File: src/rtl/seven_seg_capture.sv
// seven_seg_capture: recovers the hex digits shown on a multiplexed, active-low
// four-digit seven-segment display by sampling its anode and segment lines.
//
// Parameters
//   SETTLE_CYCLES : consecutive identical synchronized samples needed before a
//                   digit is captured (2..255)
// Ports
//   clk         : system clock, rising edge
//   reset       : asynchronous active-low reset
//   an[3:0]     : anode enables, active-low, an[i] selects digit i
//   seg[6:0]    : segment lines, active-low, {g,f,e,d,c,b,a}
//   digits      : captured hex values, digit i at digits[4i+3:4i]
//   digit_valid : sticky, digit i captured with a legal glyph or blank
//   digit_err   : latest capture of digit i was an illegal pattern
//   blank       : latest capture of digit i had all segments off
//   frame_done  : one-cycle pulse once all four digits were captured
`timescale 1ns/1ps
module seven_seg_capture #(
  parameter int unsigned SETTLE_CYCLES = 4
) (
  input  logic        clk,
  input  logic        reset,
  input  logic [3:0]  an,
  input  logic [6:0]  seg,
  output logic [15:0] digits,
  output logic [3:0]  digit_valid,
  output logic [3:0]  digit_err,
  output logic [3:0]  blank,
  output logic        frame_done
);

  // Capture fires on the matching sample that would bring the counter to
  // SETTLE_CYCLES-1, i.e. the SETTLE_CYCLES-th identical sample in a row.
  localparam logic [7:0] CntLast = 8'(SETTLE_CYCLES - 2);

  typedef enum logic [1:0] {StIdle, StSettle, StHeld} state_e;

  state_e      state_q, state_d;
  logic [7:0]  cnt_q, cnt_d;
  logic [3:0]  an_meta_q, an_sync_q;
  logic [6:0]  seg_meta_q, seg_sync_q;
  logic [10:0] prev_q;
  logic [15:0] digits_q, digits_d;
  logic [3:0]  valid_q, valid_d;
  logic [3:0]  err_q, err_d;
  logic [3:0]  blank_q, blank_d;
  logic [3:0]  seen_q, seen_d;
  logic        frame_q, frame_d;

  logic        active;
  logic [1:0]  idx;
  logic        same;
  logic        capture;
  logic        legal;
  logic [3:0]  value;

  // Synchronizers reset to the inactive level so reset release looks idle.
  always_ff @(posedge clk or negedge reset) begin
    if (!reset) begin
      an_meta_q  <= 4'hF;
      an_sync_q  <= 4'hF;
      seg_meta_q <= 7'h7F;
      seg_sync_q <= 7'h7F;
      prev_q     <= 11'h7FF;
    end else begin
      an_meta_q  <= an;
      an_sync_q  <= an_meta_q;
      seg_meta_q <= seg;
      seg_sync_q <= seg_meta_q;
      prev_q     <= {an_sync_q, seg_sync_q};
    end
  end

  // Exactly one low anode bit means a digit is being driven.
  always_comb begin
    active = 1'b1;
    idx    = 2'd0;
    unique case (an_sync_q)
      4'b1110: idx = 2'd0;
      4'b1101: idx = 2'd1;
      4'b1011: idx = 2'd2;
      4'b0111: idx = 2'd3;
      default: active = 1'b0;
    endcase
  end

  assign same = ({an_sync_q, seg_sync_q} == prev_q);

  // Inverse of the hex glyph table (active-low, {g,f,e,d,c,b,a}).
  always_comb begin
    legal = 1'b1;
    value = 4'h0;
    case (seg_sync_q)
      7'h40: value = 4'h0;
      7'h79: value = 4'h1;
      7'h24: value = 4'h2;
      7'h30: value = 4'h3;
      7'h19: value = 4'h4;
      7'h12: value = 4'h5;
      7'h02: value = 4'h6;
      7'h78: value = 4'h7;
      7'h00: value = 4'h8;
      7'h10: value = 4'h9;
      7'h08: value = 4'hA;
      7'h03: value = 4'hB;
      7'h46: value = 4'hC;
      7'h21: value = 4'hD;
      7'h06: value = 4'hE;
      7'h0E: value = 4'hF;
      default: legal = 1'b0;
    endcase
  end

  always_comb begin
    state_d = state_q;
    cnt_d   = cnt_q;
    capture = 1'b0;
    unique case (state_q)
      StIdle: begin
        if (active) begin
          state_d = StSettle;
          cnt_d   = 8'd0;
        end
      end
      StSettle: begin
        if (same && active) begin
          if (cnt_q == CntLast) begin
            capture = 1'b1;
            state_d = StHeld;
            cnt_d   = 8'd0;
          end else begin
            cnt_d = cnt_q + 8'd1;
          end
        end else begin
          cnt_d   = 8'd0;
          state_d = active ? StSettle : StIdle;
        end
      end
      StHeld: begin
        // One capture per dwell: wait for the pattern to change.
        if (!same) begin
          cnt_d   = 8'd0;
          state_d = active ? StSettle : StIdle;
        end
      end
      default: begin
        state_d = StIdle;
        cnt_d   = 8'd0;
      end
    endcase
  end

  always_comb begin
    digits_d = digits_q;
    valid_d  = valid_q;
    err_d    = err_q;
    blank_d  = blank_q;
    // A capture landing on the clearing cycle survives into the new mask.
    seen_d   = (seen_q == 4'hF) ? 4'h0 : seen_q;
    frame_d  = (seen_q == 4'hF);
    if (capture) begin
      seen_d[idx] = 1'b1;
      if (seg_sync_q == 7'h7F) begin
        blank_d[idx] = 1'b1;
        valid_d[idx] = 1'b1;
        err_d[idx]   = 1'b0;
      end else if (legal) begin
        digits_d[{idx, 2'b00} +: 4] = value;
        valid_d[idx] = 1'b1;
        err_d[idx]   = 1'b0;
        blank_d[idx] = 1'b0;
      end else begin
        err_d[idx]   = 1'b1;
        blank_d[idx] = 1'b0;
      end
    end
  end

  always_ff @(posedge clk or negedge reset) begin
    if (!reset) begin
      state_q  <= StIdle;
      cnt_q    <= 8'd0;
      digits_q <= 16'h0;
      valid_q  <= 4'h0;
      err_q    <= 4'h0;
      blank_q  <= 4'h0;
      seen_q   <= 4'h0;
      frame_q  <= 1'b0;
    end else begin
      state_q  <= state_d;
      cnt_q    <= cnt_d;
      digits_q <= digits_d;
      valid_q  <= valid_d;
      err_q    <= err_d;
      blank_q  <= blank_d;
      seen_q   <= seen_d;
      frame_q  <= frame_d;
    end
  end

  assign digits      = digits_q;
  assign digit_valid = valid_q;
  assign digit_err   = err_q;
  assign blank       = blank_q;
  assign frame_done  = frame_q;

endmodule

File: config.mk
export PLATFORM = sky130hd
export DESIGN_NAME = seven_seg_capture
export DESIGN_NICKNAME = d
export VERILOG_FILES = /design/src/rtl/seven_seg_capture.sv
export SDC_FILE = /design/constraint.sdc
export NUM_CORES = 1
export LEC_CHECK = 0
export CORE_UTILIZATION = 50
export CTS_CLUSTER_SIZE = 12
export DETAILED_ROUTE_END_ITERATION = 10
export PLACE_DENSITY = 0.81
export SLEW_MARGIN = 20
export SYNTH_ARGS = -nofsm -noshare
export SYNTH_HDL_FRONTEND = slang
export SYNTH_SLANG_ARGS = --single-unit
File: constraint.sdc
create_clock -name clk -period 2.7 [get_ports clk]
set_clock_uncertainty 0.15 [all_clocks]
set_input_delay 0.54 -clock clk [delete_from_list [all_inputs] [get_ports clk]]
set_output_delay 0.54 -clock clk [all_outputs]
set_load 0.01 [all_outputs]
[Word-level counts from Yosys, hierarchy flattened]
Index checks and enable logic that the tools add are counted.
Storage, ports and cells
  bits in writable memories: 0
  input port bits: 13
  logic and storage cells: 94
  latch bits: 0
  memories: 0
  output and inout bits: 29
  register bits after elaboration: 76
  memory bits (read-only): 0
Operators by class
  equal/unequal tests: 28
  add/sub/neg operators: 2
  mux-type cells: 28
  div/mod/pow operators: 0
  multipliers: 0
  reductions and logical operators: 11
  bitwise operators: 8
  shift operators: 2
  order comparisons: 2
Operator list (count)
  $pmux W4 S15: 1
  $eq A7 B7 Y1 const B: 5
  $mux W8: 4
  $mux W4: 7
  $pmux W8 S3: 1
  $eq A7 B5 Y1 const B: 3
  $eq A7 B6 Y1 const B: 3
  $bwmux W16: 1
  $eq A4 B4 Y1 const B: 4
  $or A4 B4 Y4: 4
  $reduce_or A16 Y1: 1
  $shift A4 B6 Y16 const A: 1
  $shiftx A4 B6 Y16: 1
  $eq A7 B2 Y1 const B: 2
  $eq A7 B4 Y1 const B: 2
  $pmux W2 S3: 2
  $eq A11 B11 Y1: 1
  $add A8 B1 Y8 const B: 1
  $and A4 B4 Y4: 2
  $eq A8 B2 Y1 const B: 1
  $mux W2: 4
  $eq A7 B3 Y1 const B: 1
  $logic_not A7 Y1: 1
  $mux W1: 7
  other kinds (17): 21

[Longest topological paths before layout]
Gate-level depths: netlist of run 1.
  word-level depth: 10
  gate-level depth with buffers: 7
  gate-level depth less buffers: 6

[Worst setup path before layout of run 1]
No wires, ideal clock.
  path type: flip-flop to flip-flop
  start: reg an_sync_q[1]
  end: reg digits_q[4], in the netlist digits[4]
  period minus slack after synthesis: 2244 ps
  library setup time: 65 ps
  buffers on the path: 0
  arrival time: 2030 ps
  setup slack: 456 ps
  cell stages (with the launch flop): 7
  path through: dfstp_2 xor2_1 nand3_1 ha_1 or3b_2 a21oi_1 mux2_2
Between the ends
  longest elaborated chain between the ends: 7
  elaborated cells on any way between the ends: 16
  classes of those cells: add/sub (1); eq/ne (5); shift (2); mux (5); reduce/logical (3)
RTL lines
  start, declared: line 40  | logic [3:0] an_meta_q, an_sync_q;
  start signal, assigned: line 67  | an_sync_q <= an_meta_q;
  parallel branches: the longest is 7 deep, another holds $neg A4 Y6
  end signal, assigned: line 192  | digits_q <= digits_d;
  end, declared: line 43  | logic [15:0] digits_q, digits_d;
Several ways; the timed one is not identified.
A chain may end at the register's enable or synchronous reset.

[Worst setup path in the final report of run 1]
  start: reg seg_sync_q[0]
  end: reg digits_q[10], in the netlist digits[10]
Between the ends
  longest elaborated chain between the ends: 5
  elaborated cells on any way between the ends: 28
  classes of those cells: eq/ne (17); shift (1); mux (5); bitwise (1); reduce/logical (4)
RTL lines
  start, declared: line 41  | logic [6:0] seg_meta_q, seg_sync_q;
  start signal, assigned: line 69  | seg_sync_q <= seg_meta_q;
  parallel branches: the longest is 5 deep, another holds $shiftx A4 B6 Y16
Several ways; the timed one is not identified.

==> results.md, run 1 <==
* Post-Syn Area at 3420 um^2
* Largest net degree at the start of global routing at between 40 and 50
* Antenna violations before repair at 0
* GR Util All Layers at 20.5%
* Chip width at 84.7 um
* Ports at between 40 and 50
* Die Ht at 84.7 um
* Post-layout min period at 2.55 ns
* Starting Density at 52.7%
* Synth area leaders: dfrtp_1, dfstp_2, mux2_2
* Root Driver: clkbuf_8
* Clk sinks at 76
* Post-layout nets at 353
* Number of CTS-inserted buffers at 9
* R2r worst-path depth at 5
* Post-synthesis net count at roughly 310
* Power share of the clock group at 39.7%
* FF-to-FF setup slack at 0.15 ns
* Violated checks: design-rule violations
* Drc violations at 5
* Crit path kind: reg2reg
* Clock transition at path regs at 0.07 ns
* Layout area overhead at 20.9%
* Worst-case clock buffer depth at 2
* Area share of the largest cell type after synthesis at 31.4%
* Sw Ratio at 23.2%
* Number of inserted diodes at 0
* CTS H-tree lvls at 3
* Worst Hold Launch: an_meta_q[0]$_DFF_PN1_
* Hold Fails Final Rpt at 0
* CP required at ~2.8 ns
* Sequential Power Share at 54.5%
* PwrDens at 541 nW/um^2
* Max cap viols at 0
* First-pass GRT wire length at 11,200 um
* Dominant cell type by area after synthesis: dfrtp_1
* DR iter-0 viols at 180
* Most frequent cell after synthesis: dfrtp_1
* Critical path fanouts, max at 19
* Share of cells above drive strength 1 at roughly a quarter
* Die ar. at between 7000 and 8000 um^2
* Hold Path End: an_sync_q[0]$_DFF_PN1_
* Synthesized flop and latch total at 76
* Max-slew headroom at between 60 and 70%
* CTS tree: done
* Post-Route WL at between 6000 and 7000 um
* Total gr overflow at 0
* Mapped Cells at 282
* PortBufs at a little over 40
* Vias at about 2,400
* Final Setup Violations at 0
* Status: complete, but fails checks
* Net switching power at about 0.00052 W
* Core area at ~6500 um^2
* Yosys Warn Count at 0
* Worst vdd ir at 0.000363 V
* Sequential-to-total area share from yosys stat at ~57%
* Detailed Place HPWL at 4530 um
* Vias/cell at 5.73
* P_leak at 1.76 nW
* Post-synth EDFFs at 0
* Latest clock arrival within the worst-skew pair at 0.35 ns
* Critical path arrival at between 2 and 3 ns
* Async S/R FF share, synth at 100%
* Hold path depth at 0
* Max Freq at roughly 390 MHz
* Worst reg2reg endpoint: digits[10]$_DFFE_PN0P_
* Pins Over Slew Limit at 0
* Per-cell routed wire length at 15.7 um
* DRT Pass-1 Iters at 10
* Setup TNS at 0 ns
* Row cnt at 29
* HP Class: reg2reg
* Power share of the combinational group at 5.8%
* Final Wtd Congestion at 0.912
* Worst-Margin Slew at 0.568 ns
* Worst r2r src: seg_sync_q[0]$_DFF_PN1_
* Average cell area after synthesis at 12.1 um^2
* Distinct cell type count after synthesis at 51
* Internal power at 0.00172 W
* Commonest cells post-synth: dfrtp_1, dfstp_2, mux2_2, nor2_1, xnor2_1
* Utilization after layout at 63.7%
* Tcrit/Tclk final at a little over nine tenths
* CP startpoint kind: flop
* Main flop type after synthesis: dfrtp_1
* CP Capture Type: flop
* Vias in the first global route at about 2,400
* RSZ-0062 raised after global routing: no
* DRT antenna net count at 0
==> through the flow <==
stage	instances	total power, W	setup slack (ns)	area [um^2]	hold slack (ns)
2_1_floorplan	282	0.00131	0.456	3420	0.0944
3_3_place_gp	395	0.00136	0.277	3910	0.196
3_5_place_dp	395	0.00137	0.202	3910	0.197
4_1_cts	412	0.00226	0.173	4130	0.208
5_1_grt	412	0.00233	0.0110	4140	0.207
6_report	412	0.00224	0.152	4140	0.206
==> cell type report <==
| cell class | count | area (um^2) |
|---|---|---|
| multi-input cells | 184 | 1390 |
| clock buffers | 10 | 149 |
| clock inverters | 6 | 60.1 |
| flip-flops and latches | 76 | 1940 |
| fillers | 521 | 2360 |
| well taps | 77 | 96.3 |
| repair buffers | 47 | 453 |
| inverters | 12 | 45.0 |
==> cell families (layout without fill, tap and decap cells) <==
group | count (synthesis) | in the layout | share of synthesized area (%)
buffers and inverters | 22 | 75 | 2.89
adder cells (fa/ha/maj) | 10 | 10 | 3.66
XOR/XNOR | 16 | 16 | 4.10
multiplexers | 25 | 25 | 8.19
flip-flops | 76 | 76 | 56.8
AND/OR/NAND/NOR | 91 | 91 | 15.7
AO/OA/AOI/OAI | 42 | 42 | 8.67
==> worst max-delay path by stage <==
stage	slack (ns)	endpoint	startpoint	cells after the start
floorplan	0.46	digits[4]$_DFFE_PN0P_	an_sync_q[1]$_DFF_PN1_	6
global placement	0.28	digits[4]$_DFFE_PN0P_	an_sync_q[3]$_DFF_PN1_	6
detailed placement	0.20	digits[5]$_DFFE_PN0P_	an_sync_q[1]$_DFF_PN1_	6
CTS	0.17	digits[5]$_DFFE_PN0P_	an_sync_q[1]$_DFF_PN1_	6
global route	0.01	digits[8]$_DFFE_PN0P_	seg_sync_q[0]$_DFF_PN1_	5
finish	0.15	digits[10]$_DFFE_PN0P_	seg_sync_q[0]$_DFF_PN1_	5
==> power groups by stage <==
stage | logic (W) | registers (W) | clock network, W
2_1_floorplan | 0.0000871 | 0.00122 | 0
4_1_cts | 0.000130 | 0.00122 | 0.000914
5_1_grt | 0.000148 | 0.00123 | 0.000954
6_report | 0.000130 | 0.00122 | 0.000890
3_5_place_dp | 0.000129 | 0.00124 | 0
3_3_place_gp | 0.000126 | 0.00124 | 0
==> placed cells by master (no fill, tap or decap), types with 2 or more instances in the layout <==
cell type and n:
a31oi_1 2, inv_1 12, buf_4 5, nor3_1 6, nand2b_1 2, a211oi_1 2, ha_1 10, nand3b_1 4
o2111ai_1 7, o21ai_0 8, nor2_1 22, xnor2_1 15, nor4bb_1 2, dfstp_2 33, clkbuf_8 9, o22ai_1 3
nor3b_1 2, mux2_2 24, and3_1 2, nor4b_1 3, nor2b_1 3, clkinv_2 3, and4_1 3, o21bai_1 4
dfrtp_1 43, o21a_1 2, nand4_1 5, a32oi_1 2, clkdlybuf4s50_1 40, nand2_1 11, or3_1 2, nand3_1 11
a21oi_1 6
==> routing by layer <==
metal	vias up	share of wire, %	global-route usage, %	wire length, um
met5	-	0	0	0
met4	0	2.6	11.7	166
met3	17	3.4	4.13	223
met2	66	49	32.7	3180
met1	1167	45	26.2	2920
li1	1109	-	-	-
==> worst max-delay path: stages (launching register included) <==
cell	delay (ns)
dfstp_2	0.72
nor2_1	0.13
a31oi_1	0.27
o221ai_1	0.29
o2111ai_1	0.49
mux2_2	0.39
==> repair_timing <==
| action | CTS | global route |
|---|---|---|
| resized for setup | 0 | 2 |
| endpoints found under the hold margin | 3 | 0 |
| hold buffers | 1 | 0 |
| setup endpoints to repair | 0 | 1 |
| buffers inserted | 0 | 0 |
Power figures use the tool's default switching activity.
==> inputs of run 2 (changes only) <==
--- a/config.mk
+++ b/config.mk
@@ -8,6 +8,7 @@
 export CORE_UTILIZATION = 50
 export CTS_CLUSTER_SIZE = 12
 export DETAILED_ROUTE_END_ITERATION = 10
+export GPL_TIMING_DRIVEN = 0
 export PLACE_DENSITY = 0.81
 export SLEW_MARGIN = 20
 export SYNTH_ARGS = -nofsm -noshare
==> run 2 against run 1 <==
Effect of this change: non-clock buffer count increased by 6; global-route usage decreased by 0.88 points; clock-buffer cell count increased by 2; die area unchanged; critical path type unchanged; largest power group unchanged; hold slack about the same; worst setup slack got worse by 0.089 ns; the flow still finishes with violations (design-rule violations); total power decreased by 2.2%.
==> results.md, run 2 (synthesis results as in run 1) <==
* Core area at 6490 um^2 (unchanged)
* Status: complete, but fails checks
* Max cap viols at 0 (unchanged)
* GR Util All Layers at 19.6% (-0.88 points)
* Most frequent cells in the layout: dfrtp_1, clkdlybuf4s50_1, dfstp_2
* Setup ws final at 0.0635 ns (-0.0886 ns)
* Post-layout min period at 2.64 ns (+0.0886 ns)
* Hold path depth at 0 (unchanged)
* Largest net degree at the start of global routing at 57 (+33%)
* Clock transition at path regs at 0.08 ns (about the same)
* Worst Hold Launch: seg_meta_q[4]$_DFF_PN1_
* HP Class: reg2reg
* CP Capture Type: flop
* Clk sinks at 76 (unchanged)
* Vias/cell at 5.76 (+0.53%)
* Latest clock arrival within the worst-skew pair at 0.35 ns (about the same)
* Sw Ratio at 24.0% (+0.83 points)
* Worst-Margin Slew at 0.617 ns (+0.0492 ns)
* Ports at 42 (unchanged)
* Detailed Place HPWL at 4590 um (+1.3%)
* P_leak at 1.79 nW (+1.2%)
* Power share of the combinational group at 7.0% (+1.2 points)
* Worst vdd ir at 0.000335 V (-7.8%)
* GRT met1 Usage at 23.8% (-2.4 points)
* Max-slew headroom at 58.9% (-3.3 points)
* R2r worst-path depth at 6 (+1)
* Pins Over Slew Limit at 0 (unchanged)
* Share of cells above drive strength 1 at 27.0% (+0.41 points)
* Per-cell routed wire length at 15.3 um (-2.5%)
* Total gr overflow at 0 (unchanged)
* Tcrit/Tclk final at 97.6% (+3.3 points)
* Place WS at 0.0348 ns (-0.167 ns)
* Area of the multi-input gates at 1390 um^2 (-0.45%)
* M3 GR Usage at 5.90% (+1.8 points)
* Cell chain of the critical path: buf_2 -> clkbuf_1 -> nand3b_1 -> nand4_1 -> o2111ai_1 -> mux2_2
* Final Setup Violations at 0 (unchanged)
* Sequential Power Share at 54.9% (+0.4 points)
* Violated checks: design-rule violations
* CP required at 2.79 ns (about the same)
* Die ar. at 7180 um^2 (unchanged)
* Max Freq at 379 MHz (-3.4%)
* Number of inserted diodes at 0 (unchanged)
* PortBufs at 41 (unchanged)
* Top Usage Layer GRT: met2
* Register area at 1940 um^2 (unchanged)
* PwrDens at 526 nW/um^2 (-2.8%)
* Most common cell after layout, fill and taps aside: dfrtp_1
* DR iter-0 viols at 156 (-13%)
* Vias in the first global route at 2,381 (+0.38%)
* Non-Filler Instances at 418 (+1.5%)
* DRT Pass-1 Iters at 7 (-3)
* Crit path kind: reg2reg
* Number of CTS-inserted buffers at 9 (unchanged)
* Post-Route WL at 6420 um (-1.0%)
* Final Wtd Congestion at 0.914 (+0.25%)
* First-pass GRT wire length at 10,800 um (-3.6%)
* Layout area overhead at 21.8%
* RSZ-0062 raised after global routing: yes
* Chip width at 84.7 um (unchanged)
* Placed cell count at 401 (+1.5%)
* Critical path arrival at 2.73 ns (+0.10 ns)
* Internal power at 0.00167 W (-3.2%)
* Vias at 2,406 (+2.0%)
* Die Ht at 84.7 um (unchanged)
* Delay-heaviest family, CP: flip-flops
* Antenna violations before repair at 0 (unchanged)
* Critical path fanouts, max at 10 (-9)
* Starting Density at 52.7% (unchanged)
* Slowest-stage cell, CP: dfstp_2
* Root Driver: clkbuf_8
* Power share of the clock group at 38.1% (-1.6 points)
* Met2 GRT Util at 32.2% (-0.44 points)
* Worst stage delay on the critical path at 0.53 ns (-0.19 ns)
* Worst-case clock buffer depth at 2 (unchanged)
* Layout fillers at 498 (-4.4%)
* Drc violations at 6 (+1)
* Setup TNS at 0 ns (unchanged)
* Post-layout nets at 359 (+1.7%)
* DRT antenna net count at 0 (unchanged)
* CP startpoint kind: flop
* Net switching power at 0.000526 W (+1.3%)
* CTS tree: done
* Hold Path End: seg_sync_q[4]$_DFF_PN1_
* Utilization after layout at 64.1% (+0.44 points)
* Hold Fails Final Rpt at 0 (unchanged)
* Row cnt at 29 (unchanged)
* Worst reg2reg endpoint: digits[7]$_DFFE_PN0P_
* CTS H-tree lvls at 3 (unchanged)
* Worst r2r src: seg_sync_q[0]$_DFF_PN1_
* Worst Path Buf+Inv at 2 (+2)
* FF-to-FF setup slack at 0.06 ns (-0.09 ns)
[run 2: changes by cell type in the layout (fill, tap and decap cells not counted), moves of 2 or more]
cell,before,now
buf_4,5,3
buf_2,1,7
clkbuf_1,0,2
clkinv_2,3,1
clkinv_4,1,3
[run 2: area by class of cell]
cell class                      count  share of cell area, %
Buffer                             10                   1.29
Clock buffer                       12                   3.99
Clock inverter                      4                  0.751
Inverter                           12                   1.08
Multi-Input combinational cell    184                   33.2
Sequential cell                    76                   46.6
Tap cell                           77                   2.31
Timing Repair Buffer               43                   10.7
[run 2: how the worst max path moves through the flow]
stage	from	endpoint	slack (ns)	cells past startpoint
CTS	seg_sync_q[0]$_DFF_PN1_	digits[13]$_DFFE_PN0P_	0.06	6
detailed placement	seg_sync_q[0]$_DFF_PN1_	flop	0.03	6
finish	seg_sync_q[0]$_DFF_PN1_	digits[7]$_DFFE_PN0P_	0.06	6
floorplan	an_sync_q[1]$_DFF_PN1_	digits[4]$_DFFE_PN0P_	0.46	6
global placement	reset	digits[9]$_DFFE_PN0P_	-1.52	1
global route	seg_sync_q[0]$_DFF_PN1_	digits[7]$_DFFE_PN0P_	-0.15	6
[run 2: repair_timing]
action | in CTS | in global routing
gates resized for setup | 1 | 0
hold buffers | 1 | 0
setup buffers | 0 | 0
setup endpoints to repair | 1 | 16
hold endpoints to repair | 6 | 0
[run 2: power groups by stage]
stage / registers [W] / logic (W) / clock network, W
final: 0.00120 / 0.000154 / 0.000836
after global routing: 0.00121 / 0.000170 / 0.000904
after CTS: 0.00120 / 0.000154 / 0.000855
after detailed placement: 0.00122 / 0.000152 / 0
after global placement: 0.00122 / 0.000143 / 0
after floorplan: 0.00122 / 0.0000871 / 0
[run 2: per-layer routing]
layer / vias to the layer above / wire length, um
li1: 1120 / -
met1: 1205 / 2850
met2: 68 / 3180
met3: 13 / 271
met4: 0 / 114
met5: - / 0
[run 2: per-stage QoR]
step	hold slack (ns)	total power [W]	instance area [um^2]
floorplan	0.0944	0.00131	3420
global placement	0.195	0.00136	3930
detailed placement	0.197	0.00137	3950
CTS	0.208	0.00221	4170
global route	0.211	0.00228	4170
finish	0.206	0.00219	4170
==> inputs of run 3 (changes only) <==
--- a/config.mk
+++ b/config.mk
@@ -5,11 +5,14 @@
 export SDC_FILE = /design/constraint.sdc
 export NUM_CORES = 1
 export LEC_CHECK = 0
-export CORE_UTILIZATION = 50
+export CAP_MARGIN = 20
+export CELL_PAD_IN_SITES_DETAIL_PLACEMENT = 0
+export CELL_PAD_IN_SITES_GLOBAL_PLACEMENT = 1
+export CORE_UTILIZATION = 40
 export CTS_CLUSTER_SIZE = 12
 export DETAILED_ROUTE_END_ITERATION = 10
 export GPL_TIMING_DRIVEN = 0
-export PLACE_DENSITY = 0.81
+export PLACE_DENSITY = 0.83
 export SLEW_MARGIN = 20
 export SYNTH_ARGS = -nofsm -noshare
 export SYNTH_HDL_FRONTEND = slang
==> constraint.sdc (replaced) <==
create_clock -name clk -period 2.2 [get_ports clk]
set_clock_uncertainty 0.15 [all_clocks]
set_input_delay 0.44 -clock clk [delete_from_list [all_inputs] [get_ports clk]]
set_output_delay 0.44 -clock clk [all_outputs]
set_load 0.01 [all_outputs]
==> run 3 against run 2 <==
Effect of this change: the run ends with negative setup slack left; non-clock buffer count grew 34; hold slack gained 0.0013 ns; fmax grew 14%; wire length grew 14%; total power grew 28%; worst setup slack lost 0.18 ns; register-to-register slack lost 0.18 ns; clock power grew 26%; global-route usage shrank 1.4 points; combinational power grew 84%; critical path depth grew 1; largest power group unchanged; highest routed layer unchanged.
==> results.md, run 3 (synthesis results as in run 1) <==
* Status: complete, but fails checks
* Violated checks: negative setup slack
* Most common cell after layout, fill and taps aside: dfrtp_1
* Worst setup path start: seg_sync_q[0]$_DFF_PN1_
* Setup ws final at -0.113 ns (-0.177 ns)
* P_leak at 2.03 nW (+14%)
* Post-route cell area at 4790 um^2 (+15%)
* Die Ht at 94.5 um (+12%)
* Latest clock arrival within the worst-skew pair at 0.35 ns (about the same)
* Ports at 42 (unchanged)
* Most frequent cells in the layout: dfrtp_1, clkdlybuf4s50_1, buf_4
* Clock transition at path regs at 0.08 ns (about the same)
* Total power at 0.00281 W (+28%)
* PortBufs at 41 (unchanged)
* Tcrit/Tclk final at 105% (+7.5 points)
* DR iter-0 viols at 83 (-47%)
* Starting Density at 41.4% (-11 points)
* Final Wtd Congestion at 0.853 (-6.7%)
* Detailed Place HPWL at 4660 um (+1.6%)
* Vias/cell at 5.32 (-7.6%)
* Worst-Margin Slew at 0.430 ns (-0.187 ns)
* Post-Route WL at 7320 um (+14%)
* CP startpoint kind: flop
* Chip width at 94.5 um (+12%)
* Vias in the first global route at 2,508 (+5.3%)
* Row cnt at 33 (+14%)
* Max-slew headroom at 71.3% (+12 points)
* Max Freq at 432 MHz (+14%)
* Vias at 2,553 (+6.1%)
* Drc violations at 0 (-6)
* GR Util All Layers at 18.2% (-1.4 points)
* Post-layout min period at 2.31 ns (-0.323 ns)
* Worst r2r src: seg_sync_q[0]$_DFF_PN1_
* Core area at 8260 um^2 (+27%)
* Worst vdd ir at 0.000312 V (-6.9%)
* Antenna violations before repair at 0 (unchanged)
* First-pass GRT wire length at 12,300 um (+13%)
* Slowest-stage cell, CP: dfstp_2
* DRT Pass-1 Iters at 4 (-3)
* Worst-case clock buffer depth at 2 (unchanged)
* Root Driver: clkbuf_8
* HP Class: reg2reg
* CTS H-tree lvls at 3 (unchanged)
* Die ar. at 8930 um^2 (+24%)
* Clk sinks at 76 (unchanged)
* DRT antenna net count at 0 (unchanged)
* Delay-heaviest family, CP: flip-flops
* Placed cell areas at 4000 um^2 (+1.1%)
* Total gr overflow at 0 (unchanged)
* Worst Hold Launch: seg_meta_q[3]$_DFF_PN1_
* Worst hold slack at 0.208 ns (+0.00129 ns)
* Layout area overhead at 39.9%
* Final Setup Violations at 20 (+20)
* Max cap viols at 0 (unchanged)
* Critical path fanouts, max at 8 (-2)
* Critical path arrival at 2.41 ns (-0.32 ns)
* Worst Path Buf+Inv at 2 (unchanged)
* Utilization after layout at 58.0% (-6.2 points)
* Post-layout nets at 393 (+9.5%)
* Worst stage delay on the critical path at 0.54 ns (about the same)
* Share of cells above drive strength 1 at 41.9% (+15 points)
* Number of inserted diodes at 0 (unchanged)
* RSZ-0062 raised after global routing: yes
* Largest net degree at the start of global routing at 43 (-25%)
* PwrDens at 587 nW/um^2 (+12%)
* CP Capture Type: flop
* CP required at 2.29 ns (-0.50 ns)
* Cell chain of the critical path: buf_6 -> nor4bb_2 -> a31oi_2 -> o221ai_4 -> buf_12 -> o2111ai_4 -> mux2_4
* Pins Over Slew Limit at 0 (unchanged)
* CTS tree: done
* Crit path kind: reg2reg
* Number of CTS-inserted buffers at 9 (unchanged)
* Hold Fails Final Rpt at 0 (unchanged)
* Per-cell routed wire length at 15.3 um (-0.62%)
run 3: cell types whose count changed in the layout (fill, tap and decap cells not counted), sizes merged:
cell | before | now
clkinv | 4 | 2
buf | 11 | 45
clkbuf | 13 | 12
inv | 12 | 15
run 3: metal layers:
layer | up-vias | share of wire, % | global-route usage, % | wire length (um)
li1 | 1200 | - | - | -
met1 | 1250 | 43 | 23.5 | 3170
met2 | 82 | 49 | 28.9 | 3570
met3 | 21 | 5.1 | 4.51 | 373
met4 | 0 | 2.8 | 8.46 | 206
met5 | - | 0 | 0 | 0
run 3: path summary, 6_finish.rpt:
path / end / slack (ns) / cells after the start
worst max-delay path: digits[12]$_DFFE_PN0P_ / -0.11 / 7
worst min-delay path: seg_sync_q[3]$_DFF_PN1_ / 0.21 / 0
worst max register to register: digits[12]$_DFFE_PN0P_ / -0.11 / 7
worst min register to register: seg_sync_q[3]$_DFF_PN1_ / 0.21 / 0
max in group asynchronous: prev_q[10]$_DFF_PN1_ / 0.87 / 3
min in group asynchronous: cnt_q[7]$_DFFE_PN0P_ / 0.42 / 2
run 3: timing repair:
item,CTS,global route
hold endpoints to repair,7,0
resized for setup,49,12
pin swaps,14,8
setup buffers,30,4
endpoints found under the setup margin,36,36
hold buffers,1,0
run 3: layout make-up:
class | count | area [um^2]
Buffer | 10 | 103
Clock buffer | 11 | 163
Clock inverter | 5 | 38.8
Tap cell | 105 | 131
Timing Repair Buffer | 77 | 709
Fill cell | 664 | 3470
Sequential cell | 76 | 1940
Inverter | 12 | 45.0
Multi-Input combinational cell | 184 | 1650
run 3: through the flow:
step / setup TNS (ns) / cells / setup slack, ns
after floorplan: -0.334 / 282 / -0.0209
after global placement: -128.91 / 428 / -1.91
after detailed placement: -10.99 / 429 / -0.502
after CTS: -0.372 / 476 / -0.0540
after global routing: -4.11 / 480 / -0.194
final: -1.60 / 480 / -0.113
run 3: power breakdown:
| group | leakage [nW] | switching [W] | internal, W |
|---|---|---|---|
| logic | 0.979 | 0.000152 | 0.000130 |
| registers | 0.947 | 0.0000221 | 0.00145 |
| clock network | 0.106 | 0.000534 | 0.000518 |
| total | 2.03 | 0.000709 | 0.00210 |
